[config.mk]
export PLATFORM = sky130hd
export DESIGN_NAME = mseq_enc
export DESIGN_NICKNAME = d
export VERILOG_FILES = /design/src/rtl/mfunc_pkg.sv /design/src/rtl/mseq_chip_gen.sv /design/src/rtl/mseq_enc.sv
export SDC_FILE = /design/constraint.sdc
export NUM_CORES = 1
export LEC_CHECK = 0
export ABC_AREA = 1
export CORE_MARGIN = 10
export CORE_UTILIZATION = 50
export CTS_CLUSTER_DIAMETER = 50
export DETAILED_ROUTE_END_ITERATION = 12
export PLACE_DENSITY = 0.69
export SLEW_MARGIN = 20
export SYNTH_ARGS = -nofsm -noshare
export SYNTH_HDL_FRONTEND = slang
export SYNTH_SLANG_ARGS = --single-unit
[constraint.sdc]
create_clock -name clk -period 4.17 [get_ports clk]
set_input_delay 0.834 -clock clk [delete_from_list [all_inputs] [get_ports clk]]
set_output_delay 0.834 -clock clk [all_outputs]
set_load 0.02 [all_outputs]
[src/rtl/mfunc_pkg.sv]
// Shared constants and types for the m-sequence spreading encoder/correlator pair.
package mfunc_pkg;

  localparam int unsigned SEQ_LEN       = 31;
  localparam int unsigned BITS_PER_BYTE = 8;
  localparam int unsigned CHIP_W        = $clog2(SEQ_LEN);
  localparam int unsigned BIT_W         = $clog2(BITS_PER_BYTE);

  // Chip order is TEMPLATE[0] first.
  localparam logic [SEQ_LEN-1:0] TEMPLATE   = 31'b0011001001111101110001010110100;
  localparam logic               IDLE_LEVEL = 1'b0;

  typedef enum logic [1:0] {
    IDLE = 2'd0,
    PRE  = 2'd1,
    DATA = 2'd2
  } enc_state_t;

endpackage

[src/rtl/mseq_chip_gen.sv]
// Chip counter over one m-sequence period; chip_o and cnt_nxt_o describe the chip
// that will be on the line in the next cycle so the top can register its output.
module mseq_chip_gen
  import mfunc_pkg::*;
(
  input  logic              clk,
  input  logic              rst,
  input  logic              clear,
  input  logic              enable,
  output logic              chip_o,
  output logic              wrap_o,
  output logic [CHIP_W-1:0] cnt_nxt_o
);

  logic [CHIP_W-1:0] cnt_q, cnt_d;

  assign wrap_o = (cnt_q == CHIP_W'(SEQ_LEN - 1));

  always_comb begin
    cnt_d = cnt_q;
    if (clear) begin
      cnt_d = '0;
    end else if (enable) begin
      cnt_d = wrap_o ? '0 : cnt_q + CHIP_W'(1);
    end
  end

  assign cnt_nxt_o = cnt_d;
  assign chip_o    = TEMPLATE[cnt_d];

  always_ff @(posedge clk or posedge rst) begin
    if (rst) cnt_q <= '0;
    else     cnt_q <= cnt_d;
  end

endmodule

[src/rtl/mseq_enc.sv]
// m-sequence spreading transmitter: one 31-chip period per data bit, LSB first.
// Optional MSEQ_ENC_PREAMBLE_EN prepends one unmodulated period to every byte.
module mseq_enc
  import mfunc_pkg::*;
(
  input  logic       clk,
  input  logic       rst,
  input  logic [7:0] data_in,
  input  logic       in_valid,
  output logic       in_ready,
  output logic       signal,
  output logic       busy,
  output logic       sym_start,
  output logic       byte_done
);

  enc_state_t        state_q, state_d;
  logic [BIT_W-1:0]  bit_cnt_q, bit_cnt_d;
  logic [7:0]        shreg_q, shreg_d;
  logic              signal_d, busy_d, sym_start_d, byte_done_d;
  logic              chip_nxt, wrap;
  logic [CHIP_W-1:0] cnt_nxt;
  logic              last_c, accept_c;

  mseq_chip_gen u_chip_gen (
    .clk       (clk),
    .rst       (rst),
    .clear     (state_q == IDLE),
    .enable    (state_q != IDLE),
    .chip_o    (chip_nxt),
    .wrap_o    (wrap),
    .cnt_nxt_o (cnt_nxt)
  );

  assign last_c   = (state_q == DATA) && (bit_cnt_q == BIT_W'(BITS_PER_BYTE - 1)) && wrap;
  assign in_ready = !rst && ((state_q == IDLE) || last_c);
  assign accept_c = in_valid && in_ready;

  // State register.
  always_ff @(posedge clk or posedge rst) begin
    if (rst) state_q <= IDLE;
    else     state_q <= state_d;
  end

  // Next-state logic.
  always_comb begin
    state_d = state_q;
    case (state_q)
      IDLE: begin
`ifdef MSEQ_ENC_PREAMBLE_EN
        if (accept_c) state_d = PRE;
`else
        if (accept_c) state_d = DATA;
`endif
      end
`ifdef MSEQ_ENC_PREAMBLE_EN
      PRE: begin
        if (wrap) state_d = DATA;
      end
`endif
      DATA: begin
        if (last_c) begin
`ifdef MSEQ_ENC_PREAMBLE_EN
          state_d = accept_c ? PRE : IDLE;
`else
          state_d = accept_c ? DATA : IDLE;
`endif
        end
      end
      default: state_d = IDLE;
    endcase
  end

  // Datapath and output next values, computed from the next state so the
  // registered outputs always describe the chip currently on the line.
  always_comb begin
    bit_cnt_d   = bit_cnt_q;
    shreg_d     = shreg_q;
    signal_d    = IDLE_LEVEL;
    busy_d      = 1'b0;
    sym_start_d = 1'b0;
    byte_done_d = 1'b0;

    if (accept_c) begin
      bit_cnt_d = '0;
      shreg_d   = data_in;
    end else if ((state_q == DATA) && wrap) begin
      bit_cnt_d = bit_cnt_q + BIT_W'(1);
      shreg_d   = {1'b0, shreg_q[7:1]};
    end

    case (state_d)
`ifdef MSEQ_ENC_PREAMBLE_EN
      PRE: begin
        signal_d    = chip_nxt;
        busy_d      = 1'b1;
        sym_start_d = (cnt_nxt == '0);
      end
`endif
      DATA: begin
        signal_d    = chip_nxt ^ ~shreg_d[0];
        busy_d      = 1'b1;
        sym_start_d = (cnt_nxt == '0);
        byte_done_d = (bit_cnt_d == BIT_W'(BITS_PER_BYTE - 1)) &&
                      (cnt_nxt == CHIP_W'(SEQ_LEN - 1));
      end
      default: ;
    endcase
  end

  always_ff @(posedge clk or posedge rst) begin
    if (rst) begin
      bit_cnt_q <= '0;
      shreg_q   <= '0;
      signal    <= IDLE_LEVEL;
      busy      <= 1'b0;
      sym_start <= 1'b0;
      byte_done <= 1'b0;
    end else begin
      bit_cnt_q <= bit_cnt_d;
      shreg_q   <= shreg_d;
      signal    <= signal_d;
      busy      <= busy_d;
      sym_start <= sym_start_d;
      byte_done <= byte_done_d;
    end
  end

endmodule

# Word level (Yosys, flattened, before mapping)
# Memory sizes are Yosys's and may differ from the RTL's.
# Cells that the tools add are included.
# op_classes
add_sub_neg	2
magnitude_cmp	1
eq_ne	6
n_mux	16
bitwise_logic	2
reduce_logical	12
# op_table
cell	n
$mux 8	2
$mux 5	3
$eq 5x5->1 const B	2
$eq 3x3->1 const B	2
$logic_and 1x1->1	6
$lt 5x6->1 const B	1
$mux 2	3
$mux 3	2
$add 5x1->5 const B	1
$logic_not 5->1	1
$mux 1	5
$eq 2x2->1 const B	2
$pmux 2 s2	1
$reduce_bool 2->1	2
$add 3x1->3 const B	1
$logic_not 2->1	1
$logic_not 1->1	1
$logic_or 1x1->1	1
$not 1->1	1
$xor 1x1->1	1
# word_totals
regBits	22
rom_bits	32
inputBits	11
output_inout_bits	5
wordCells	49
n_memories	1
# mem_list
name	depth	word_bits	read_ports	rd_ports_with_merged_regs	wr	line	source
(no name shown)	32	1	1	0	0	mseq_chip_gen.sv:29	assign chip_o = TEMPLATE[cnt_d];

# Depth between registers and ports, before layout
# Gate-level depths: netlist of run 1.
# logic_depth
depth_word	11
mapped_depth	16
depth_no_buf	16

# Cells and area by module
# A second synthesis of run 1 with hierarchy kept.
# unflattened
cells_unflattened	176
area_unflattened_um2	1347.5
# by_module_without_submodules
module	instances	cells_each	area_per_inst_um2	seq_area_each_um2
mseq_enc	1	103	859.6	425.4
mseq_chip_gen	1	73	488.0	125.1

# Worst setup path after synthesis of run 1
# OpenSTA, ideal clock, no wires.
# synth_path
path_type	flip-flop to output port
from	register u_chip_gen.cnt_q[0]
to	output port in_ready
arrival_ns	1.268
required_time_ns	3.336
setup_slack_ns	2.068
stages_incl_launch_ff	7
path_buffers	0
cell_sequence	dfrtp_1 > inv_1 > ha_1 > nand2_1 > nor2_4 > nand3_2 > a21oi_2
# synth_via
elab_chain_cells	4
# synth_lines
item	line	source
start: declaration	mseq_chip_gen.sv:15	logic [CHIP_W-1:0] cnt_q, cnt_d;
start signal: assignment	mseq_chip_gen.sv:33	else cnt_q <= cnt_d;
$eq 5x5->1	mseq_chip_gen.sv:17	assign wrap_o = (cnt_q == CHIP_W'(SEQ_LEN - 1));
$logic_and 1x1->1	mseq_enc.sv:35	assign last_c = (state_q == DATA) && (bit_cnt_q == BIT_W'(BITS_PER_BYTE - 1)) && wrap;
$logic_or 1x1->1	mseq_enc.sv:36	assign in_ready = !rst && ((state_q == IDLE) || last_c);
$logic_and 1x1->1	mseq_enc.sv:36	
end: declaration	mseq_enc.sv:10	output logic in_ready,
# Every way passes these cells.

# Worst setup path in the final report of run 1
# Same ends and word-level chain as after synthesis.

==> reports/metrics.csv, run 1 <==
stage;metric;value;unit
sta;rsz0062_at_grt;no;
finish;areaGrowthSynthToFinish;14.1;%
sta;fin_ws;1.07;ns
logic_synthesis;yosys_warnings;0;
global_routing;grt_max_degree;24;
worst_setup_path;rrSetupSlack;1.91;ns
power_and_ir_drop;powerDensity;327;mW/mm^2
logic_synthesis;ys_top_cells_by_area;dfrtp_1 42%, nand3_1 14%, ha_1 8.6%;
drt;avgViaCountPerCell;5.24;
drt;met1_length;1.17;mm
placed_design;dpl_worst_slack;1.09;ns
die;num_rows;18;
finish;final_nets;192;
sta;finalSetupTns;0;ns
clock_network;hold_buffers;0;
sta;setup_viol;0;
drt;totalWireLength;2.65;mm
worst_setup_path;cp-end-kind;output port;
die;die_y;71.1;um
placed_design;gp_congestion;0.761;
min_path;hold_depth;2;
power_and_ir_drop;swShare;0.324;
drt;wl_met2;1.35;mm
worst_setup_path;arrival;2.27;ns
logic_synthesis;syn_inst;155;
logic_synthesis;synth_top_area_frac;0.422;
worst_setup_path;cp_max_fo;8;
clock_network;numCtsBuffers;3;
worst_setup_path;required;3.34;ns
drt;top_layer;met4;
logic_synthesis;syn_avg_cell_area;8.42;sq um
worst_setup_path;critPathMaxStageDelay;0.68;ns
power_and_ir_drop;comb_power_share;0.277;
global_routing;antenna_found_initial;0;
placed_design;hpwl;2.10;mm
die;die_area;0.00505;sq mm
drt;route.detailed.drc;0;
worst_setup_path;r2r_end;signal;
power_and_ir_drop;power.internal;0.000329;W
finish;drive_above_1_share;0.124;
worst_setup_path;path_class;flip-flop to output port;
worst_setup_path;r2r_cells;15;
die;ios;16;
drt;avgRoutedWirePerCell;13.2;um
clock_network;cts-resized-gates;0;
sta;finalCriticalPeriod;3.10;ns
min_path;hp-start;shreg_q[7];
global_routing;grt_pass1_wl;4.71;mm
drt;wl_met3;86;um
min_path;worstHoldEndpoint;shreg_q[7];
global_routing;grt_pass1_vias;1051;
sta;fin_crit_sh;0.744;
finish;regArea;551;sq um
worst_setup_path;critical_path.slowest_cell;clkdlybuf4s50_1;
logic_synthesis;synth_top_cell_by_area;dfrtp_1;
power_and_ir_drop;leakage;0.787;nW
power_and_ir_drop;clockPowerShare;0.192;
worst_setup_path;r2r-start;u_chip_gen.cnt_q[0];
finish;fillCellCount;231;
power_and_ir_drop;ir_drop;0.227;mV
sta;worst_pin_slew;0.599;ns
logic_synthesis;ys_seq_area_frac;0.422;
placed_design;placement.io_buffers;15;
clock_network;clk_latency;0.30;ns
clock_network;cts.reportedPaths.clkPinSlew;0.11;ns
logic_synthesis;yosysUniqueCellTypes;22;
worst_setup_path;start_kind;flip-flop;
sta;fin_skew;0.00384;ns
global_routing;grt_overflow;0;
worst_setup_path;crit_chain;inv_1 > ha_1 > nand2_1 > nor2_4 > nand3_2 > a21oi_2 > clkdlybuf4s50_1;
sta;max_slew_margin;0.600;
clock_network;htreeDepth;1;
die;dieWidth;71.1;um
power_and_ir_drop;power_switching;0.000158;W
finish;layout_common_cells;37 x nand3_1, 29 x nand2_1, 22 x dfrtp_1, 21 x inv_1, 15 x clkdlybuf4s50_1;
min_path;min_path_type;flip-flop to flip-flop;
drt;ant_nets;0;
clock_network;cts-root-buf;clkbuf_4;
logic_synthesis;yosys_register_bits;22;
power_and_ir_drop;seq_power_share;0.531;
finish;antenna_cells;0;
flow_run;cap_violations;0;
die;initial_core_util;0.527;
clock_network;clock_sinks;22;
finish;multi_input_area;638;sq um
global_routing;grt_usage;0.111;
worst_setup_path;startpoint;u_chip_gen.cnt_q[0];
run_status;outcome;complete, no violations;
drt;via_count;1048;
logic_synthesis;syn-cell-area;0.00131;sq mm
sta;slew_viol_final;0;
clock_network;postCtsSetupBuffers;0;
finish;layout_commonest_cell;nand3_1;
drt;firstDrtPassIters;5;
sta;finalHoldViolations;0;
clock_network;cts_tree;done;
finish;fin_util;0.601;
logic_synthesis;synth_nets;175;
clock_network;cts_buffer_depth;2;
die;fp.coreArea;0.00248;sq mm
sta;fmax;322;MHz
drt;drt_iter0_markers;82;
==> cell type report <==
cell class | instances | share of cell area
inverters | 22 | 0.0555
flip-flops and latches | 22 | 0.370
well taps | 30 | 0.0252
clock buffers | 3 | 0.0151
repair buffers | 16 | 0.106
multi-input cells | 107 | 0.429
==> worst max-delay path by stage <==
stage	to	slack, ns
after global routing	in_ready	0.90
after CTS	in_ready	1.03
after floorplan	in_ready	2.07
after global placement	in_ready	1.11
after detailed placement	in_ready	1.09
final	in_ready	1.07
==> stage by stage <==
step / instances / power (W) / cell area [sq um] / hold WS (ns)
2_1_floorplan: 155 / 0.000356 / 1310 / 0.470
3_3_place_gp: 197 / 0.000389 / 1470 / 0.482
3_5_place_dp: 197 / 0.000398 / 1470 / 0.499
4_1_cts: 200 / 0.000493 / 1490 / 0.525
5_1_grt: 200 / 0.000524 / 1490 / 0.561
6_report: 200 / 0.000486 / 1490 / 0.522
==> critical path: cells and delay by family (launching register included) <==
| kind | cells | cell delay, ns |
|---|---|---|
| adders and majority gates | 1 | 0.14 |
| and+or+nand+nor | 3 | 0.32 |
| buffers and inverters | 2 | 0.75 |
| AOI/OAI and AO/OA | 1 | 0.31 |
| DFF | 1 | 0.44 |
==> cells in the mapped netlist <==
cell type / number
nand3_1: 37
nand2_1: 29
dfrtp_1: 22
inv_1: 21
ha_1: 9
nor2_1: 9
nand3_2: 7
nand4_1: 3
a21oi_2: 2
buf_6: 2
nor2_2: 2
nor2_4: 2
a21oi_1: 1
buf_4: 1
clkbuf_1: 1
conb_1: 1
inv_2: 1
mux2i_1: 1
nand2_2: 1
nor3_2: 1
o21ai_0: 1
xnor2_2: 1
==> cell families after synthesis <==
group,Yosys count,synth area share
and+or+nand+nor,91,0.359
muxes,1,0.00767
AOI/OAI and AO/OA,4,0.0211
adders and majority gates,9,0.0863
other,1,0.00287
DFF,22,0.422
xor gates and xnor gates,1,0.0125
buffers and inverters,26,0.0892
==> power by group through the flow <==
stage	sequential (W)	combinational (W)	clock [W]
2_1_floorplan	0.000262	0.0000942	0
3_3_place_gp	0.000260	0.000129	0
3_5_place_dp	0.000263	0.000135	0
4_1_cts	0.000258	0.000136	0.0000983
5_1_grt	0.000263	0.000154	0.000107
6_report	0.000258	0.000134	0.0000936
==> routing by layer <==
layer  GRT usage  up-vias
li1            -      530
met5           0        -
met2       0.192       22
met4      0.0387        0
met1       0.135      491
met3      0.0181        5
==> sequential cells by signal, summed over array words and instances (netlist names) <==
name,cells
bit_cnt_q,3
signal,1
u_chip_gen.cnt_q,5
busy,1
shreg_q,8
state_q,2
byte_done,1
sym_start,1
Power figures use the tool's default switching activity.
==> inputs of run 2 (changes only) <==
==> constraint.sdc (replaced) <==
create_clock -name clk -period 3.2 [get_ports clk]
set_input_delay 0.64 -clock clk [delete_from_list [all_inputs] [get_ports clk]]
set_output_delay 0.64 -clock clk [all_outputs]
set_load 0.02 [all_outputs]
==> reports/metrics.csv, run 2 (same netlist as run 1, synthesis figures left out) <==
stage;metric;value;unit;change
run_status;outcome;complete, no violations;;unchanged
clock_network;cts-resized-gates;0;;unchanged
sta;fmax;344;MHz;
sta;whs;0.522;ns;about the same
placed_design;placement.io_buffers;15;;unchanged
power_and_ir_drop;power_switching;0.000205;W;was 0.000158 W
sta;rsz0062_at_grt;no;;unchanged
power_and_ir_drop;ir_drop;0.273;mV;was 0.227 mV
global_routing;grt_usage;0.108;;was 0.111
drt;totalWireLength;2.60;mm;was 2.65 mm
clock_network;clock_sinks;22;;unchanged
worst_setup_path;critical_path.slowest_cell;clkdlybuf4s50_1;;unchanged
flow_run;cap_violations;0;;unchanged
worst_setup_path;arrival;2.27;ns;about the same
min_path;min_path_type;flip-flop to flip-flop;;unchanged
sta;worst_pin_slew;0.631;ns;was 0.599 ns
power_and_ir_drop;seq_power_share;0.510;;was 0.531
global_routing;antenna_found_initial;0;;unchanged
finish;areaGrowthSynthToFinish;15.1;%;was 14.1%
clock_network;cts_buffer_depth;2;;unchanged
worst_setup_path;start_kind;flip-flop;;unchanged
worst_setup_path;critPathBufInv;2;;unchanged
finish;antenna_cells;0;;unchanged
drt;avgViaCountPerCell;5.19;;was 5.24
drt;firstDrtPassIters;4;;was 5
worst_setup_path;path_delay_family;buffers and inverters;;unchanged
sta;fin_skew;0.0119;ns;was 0.00384 ns
finish;largest_registers;shreg_q (8), u_chip_gen.cnt_q (5), bit_cnt_q (3);;unchanged
clock_network;hold_buffers;0;;unchanged
drt;avgRoutedWirePerCell;12.9;um;was 13.2 um
power_and_ir_drop;comb_power_share;0.264;;was 0.277
global_routing;grt_overflow;0;;unchanged
finish;layout_common_cells;37 x nand3_1, 29 x nand2_1, 22 x dfrtp_1, 21 x inv_1, 15 x clkdlybuf4s50_1;;unchanged
sta;finalCriticalPeriod;2.91;ns;
worst_setup_path;cp-end-kind;output port;;unchanged
power_and_ir_drop;clockPowerShare;0.225;;was 0.192
sta;slew_viol_final;0;;unchanged
die;num_rows;18;;unchanged
finish;drive_above_1_share;0.129;;was 0.124
sta;fin_crit_sh;0.908;;
finish;fillCellCount;219;;was 231
global_routing;grt_max_degree;24;;unchanged
finish;layout_commonest_cell;nand3_1;;unchanged
power_and_ir_drop;powerDensity;438;mW/mm^2;was 327 mW/mm^2
worst_setup_path;crit_chain;inv_1 > ha_1 > nand2_1 > nor2_4 > nand3_2 > a21oi_2 > clkdlybuf4s50_1;;unchanged
power_and_ir_drop;swShare;0.311;;was 0.324
die;initial_core_util;0.527;;unchanged
clock_network;postCtsSetupBuffers;0;;unchanged
worst_setup_path;path_class;flip-flop to output port;;unchanged
drt;drt_iter0_markers;44;;was 82
die;dieWidth;71.1;um;unchanged
drt;via_count;1044;;was 1048
worst_setup_path;critPathMaxStageDelay;0.68;ns;about the same
global_routing;grt_pass1_vias;1057;;was 1051
sta;finalHoldViolations;0;;unchanged
global_routing;grt_pass1_wl;4.60;mm;was 4.71 mm
placed_design;hpwl;2.07;mm;was 2.10 mm
clock_network;clk_latency;0.30;ns;about the same
worst_setup_path;cp_max_fo;8;;unchanged
drt;route.detailed.drc;0;;unchanged
clock_network;cts_tree;done;;unchanged
power_and_ir_drop;leakage;0.794;nW;was 0.787 nW
finish;largest_reg_flops;8;;unchanged
die;die_area;0.00505;sq mm;unchanged
clock_network;numCtsBuffers;3;;unchanged
die;die_y;71.1;um;unchanged
sta;setup_viol;0;;unchanged
die;fp.coreArea;0.00248;sq mm;unchanged
worst_setup_path;required;2.56;ns;was 3.34 ns
clock_network;cts.reportedPaths.clkPinSlew;0.12;ns;was 0.11 ns
finish;regMostFlops;shreg_q;;unchanged
sta;max_slew_margin;0.578;;was 0.600
clock_network;htreeDepth;1;;unchanged
power_and_ir_drop;power.internal;0.000453;W;was 0.000329 W
placed_design;gp_congestion;0.824;;was 0.761
drt;ant_nets;0;;unchanged
clock_network;cts-root-buf;clkbuf_4;;unchanged
sta;finalSetupTns;0;ns;unchanged
finish;final_nets;192;;unchanged
die;ios;16;;unchanged
-- run 2: path summary, 6_finish.rpt --
kind                                startpoint         end  slack [ns]  cells after the start
setup / recovery           u_chip_gen.cnt_q[0]    in_ready        0.29                      7
hold / removal                      shreg_q[7]  shreg_q[7]        0.52                      2
setup reg to reg           u_chip_gen.cnt_q[0]      signal        0.93                     16
hold reg to reg                     shreg_q[7]  shreg_q[7]        0.52                      2
max in group asynchronous                  rst  state_q[1]        2.19                      3
min in group asynchronous                  rst  shreg_q[2]        0.78                      3
-- run 2: area by class of cell --
type	count	area, sq um	share of cell area
clock buffer	4	36.3	0.0241
inverter	22	82.6	0.0550
multi-input combinational	107	638	0.425
sequential	22	551	0.366
tap	30	37.5	0.0250
timing repair buffer	16	158	0.105
-- run 2: power by group through the flow --
stage | Combinational, W | Sequential (W) | Clock, W
after floorplan | 0.000123 | 0.000341 | 0
after detailed placement | 0.000176 | 0.000342 | 0
final | 0.000174 | 0.000336 | 0.000148
after global routing | 0.000201 | 0.000341 | 0.000165
after global placement | 0.000170 | 0.000339 | 0
after CTS | 0.000177 | 0.000336 | 0.000155
-- run 2: routing by layer --
layer	up-vias	global-route usage	share of wire
li1	533	-	-
met1	488	0.130	0.46
met2	19	0.180	0.48
met3	4	0.0321	0.043
met4	0	0.0301	0.012
met5	-	0	0
-- run 2: worst min-delay path: cells and delay by family, from the launching register on --
family / cells / cell delay (ns)
DFF: 1 / 0.36
and+or+nand+nor: 2 / 0.13
-- run 2: through the flow --
| step | setup slack, ns | area [sq um] | utilization | cells | power [W] |
|---|---|---|---|---|---|
| floorplan | 1.23 | 1310 | - | 155 | 0.000464 |
| global placement | 0.535 | 1470 | 0.592 | 197 | 0.000508 |
| detailed placement | 0.507 | 1470 | 0.592 | 197 | 0.000518 |
| CTS | 0.278 | 1500 | 0.607 | 201 | 0.000668 |
| global route | 0.106 | 1500 | 0.607 | 201 | 0.000707 |
| finish | 0.294 | 1500 | 0.607 | 201 | 0.000658 |
==> inputs of run 3 (changes only) <==
--- a/config.mk
+++ b/config.mk
@@ -11,6 +11,7 @@
 export CTS_CLUSTER_DIAMETER = 50
 export DETAILED_ROUTE_END_ITERATION = 12
 export PLACE_DENSITY = 0.69
+export SETUP_SLACK_MARGIN = 0.2
 export SLEW_MARGIN = 20
 export SYNTH_ARGS = -nofsm -noshare
 export SYNTH_HDL_FRONTEND = slang
==> reports/metrics.csv, run 3 (same netlist as run 1, synthesis figures left out) <==
stage;metric;value;unit;change
die;num_rows;18;;unchanged
power_and_ir_drop;clockPowerShare;0.225;;about the same
drt;totalWireLength;2.61;mm;was 2.60 mm
drt;avgRoutedWirePerCell;13.0;um;was 12.9 um
drt;route.detailed.drc;0;;unchanged
drt;firstDrtPassIters;4;;unchanged
sta;fin_ws;0.382;ns;was 0.294 ns
clock_network;clock_sinks;22;;unchanged
worst_setup_path;start_kind;flip-flop;;unchanged
min_path;min_path_type;flip-flop to flip-flop;;unchanged
power_and_ir_drop;comb_power_share;0.266;;was 0.264
sta;fmax;355;MHz;was 344 MHz
sta;worst_pin_slew;0.634;ns;was 0.631 ns
power_and_ir_drop;power.internal;0.000454;W;was 0.000453 W
worst_setup_path;required;2.56;ns;about the same
sta;max_slew_margin;0.576;;was 0.578
power_and_ir_drop;leakage;0.795;nW;was 0.794 nW
worst_setup_path;path_class;flip-flop to output port;;unchanged
clock_network;cts-root-buf;clkbuf_4;;unchanged
global_routing;grt_overflow;0;;unchanged
clock_network;cts.reportedPaths.clkPinSlew;0.12;ns;about the same
global_routing;grt_pass1_vias;1057;;unchanged
drt;avgViaCountPerCell;5.20;;was 5.19
global_routing;antenna_found_initial;0;;unchanged
drt;drt_iter0_markers;49;;was 44
sta;finalCriticalPeriod;2.82;ns;was 2.91 ns
run_status;outcome;complete, no violations;;unchanged
worst_setup_path;cp_max_fo;8;;unchanged
die;dieWidth;71.1;um;unchanged
die;initial_core_util;0.527;;unchanged
worst_setup_path;arrival;2.18;ns;was 2.27 ns
power_and_ir_drop;seq_power_share;0.509;;was 0.510
sta;rsz0062_at_grt;no;;unchanged
clock_network;cts_tree;done;;unchanged
finish;layout_common_cells;37 x nand3_1, 29 x nand2_1, 22 x dfrtp_1, 21 x inv_1, 15 x clkdlybuf4s50_1;;unchanged
placed_design;dpl_worst_slack;0.507;ns;unchanged
die;ios;16;;unchanged
sta;finalSetupTns;0;ns;unchanged
finish;largest_registers;shreg_q (8), u_chip_gen.cnt_q (5), bit_cnt_q (3);;unchanged
worst_setup_path;startpoint;u_chip_gen.cnt_q[0];;unchanged
finish;antenna_cells;0;;unchanged
power_and_ir_drop;ir_drop;0.273;mV;about the same
finish;final_nets;192;;unchanged
finish;largest_reg_flops;8;;unchanged
global_routing;grt_max_degree;24;;unchanged
sta;fin_crit_sh;0.881;;was 0.908
finish;fillCellCount;218;;was 219
drt;ant_nets;0;;unchanged
power_and_ir_drop;powerDensity;437;mW/mm^2;was 438 mW/mm^2
min_path;hp-start;shreg_q[7];;unchanged
finish;layout_commonest_cell;nand3_1;;unchanged
placed_design;gp_congestion;0.824;;unchanged
sta;whs;0.522;ns;unchanged
clock_network;clk_latency;0.30;ns;about the same
sta;slew_viol_final;0;;unchanged
clock_network;numCtsBuffers;3;;unchanged
finish;areaGrowthSynthToFinish;15.7;%;was 15.1%
clock_network;htreeDepth;1;;unchanged
global_routing;grt_usage;0.108;;unchanged
die;fp.coreArea;0.00248;sq mm;unchanged
flow_run;cap_violations;0;;unchanged
sta;fin_skew;0.0120;ns;was 0.0119 ns
global_routing;grt_pass1_wl;4.60;mm;unchanged
worst_setup_path;r2r-start;u_chip_gen.cnt_q[0];;unchanged
die;die_y;71.1;um;unchanged
drt;via_count;1045;;was 1044
power_and_ir_drop;swShare;0.312;;was 0.311
worst_setup_path;cp-end-kind;output port;;unchanged
placed_design;hpwl;2.07;mm;unchanged
die;die_area;0.00505;sq mm;unchanged
power_and_ir_drop;power_switching;0.000206;W;was 0.000205 W
finish;regMostFlops;shreg_q;;unchanged
finish;drive_above_1_share;0.129;;unchanged
sta;finalHoldViolations;0;;unchanged
clock_network;cts_buffer_depth;2;;unchanged
placed_design;placement.io_buffers;15;;unchanged
sta;setup_viol;0;;unchanged
[run 3: path summary, 6_finish.rpt]
kind | to | slack (ns) | depth (start not counted)
setup / recovery | in_ready | 0.38 | 7
hold / removal | shreg_q[7] | 0.52 | 2
hold reg to reg | shreg_q[7] | 0.52 | 2
min in group asynchronous | shreg_q[2] | 0.82 | 3
max in group asynchronous | state_q[1] | 2.15 | 3
setup reg to reg | signal | 0.93 | 16
[run 3: timing repair]
action | 4_1_cts | 5_1_grt
hold endpoints to repair | 0 | 0
hold buffers | 0 | 0
resized for setup | 0 | 1
setup endpoints to repair | 0 | 1
setup buffers | 0 | 0
[run 3: power by group through the flow]
stage	clock network [W]	registers [W]	logic, W
after floorplan	0	0.000341	0.000123
after global placement	0	0.000339	0.000170
after detailed placement	0	0.000342	0.000176
after CTS	0.000155	0.000336	0.000177
after global routing	0.000165	0.000341	0.000202
final	0.000148	0.000336	0.000175
[run 3: metal layers]
layer	wire length, um	global-route usage
met3	105	0.0321
met5	0	0
met4	31	0.0301
met1	1210	0.130
met2	1270	0.180
[run 3: through the flow]
stage	util	total power (W)	std cells	cell area, sq um
6_report	0.610	0.000660	201	1510
3_5_place_dp	0.592	0.000518	197	1470
3_3_place_gp	0.592	0.000508	197	1470
2_1_floorplan	-	0.000464	155	1310
5_1_grt	0.610	0.000708	201	1510
4_1_cts	0.607	0.000668	201	1500
[run 3: critical path: stages (launching register included)]
cell             delay [ns]
dfrtp_1                0.44
inv_1                  0.07
ha_1                   0.13
nand2_1                0.09
nor2_4                 0.13
nand3_2                0.12
a21oi_4                0.23
clkdlybuf4s50_1        0.65
[run 3: cell type report]
class	instances	area (sq um)	area share
clock buffer	4	36.3	0.0240
inverter	22	82.6	0.0547
timing repair buffer	16	158	0.104
multi-input combinational	107	646	0.428
tap	30	37.5	0.0249
sequential	22	551	0.365
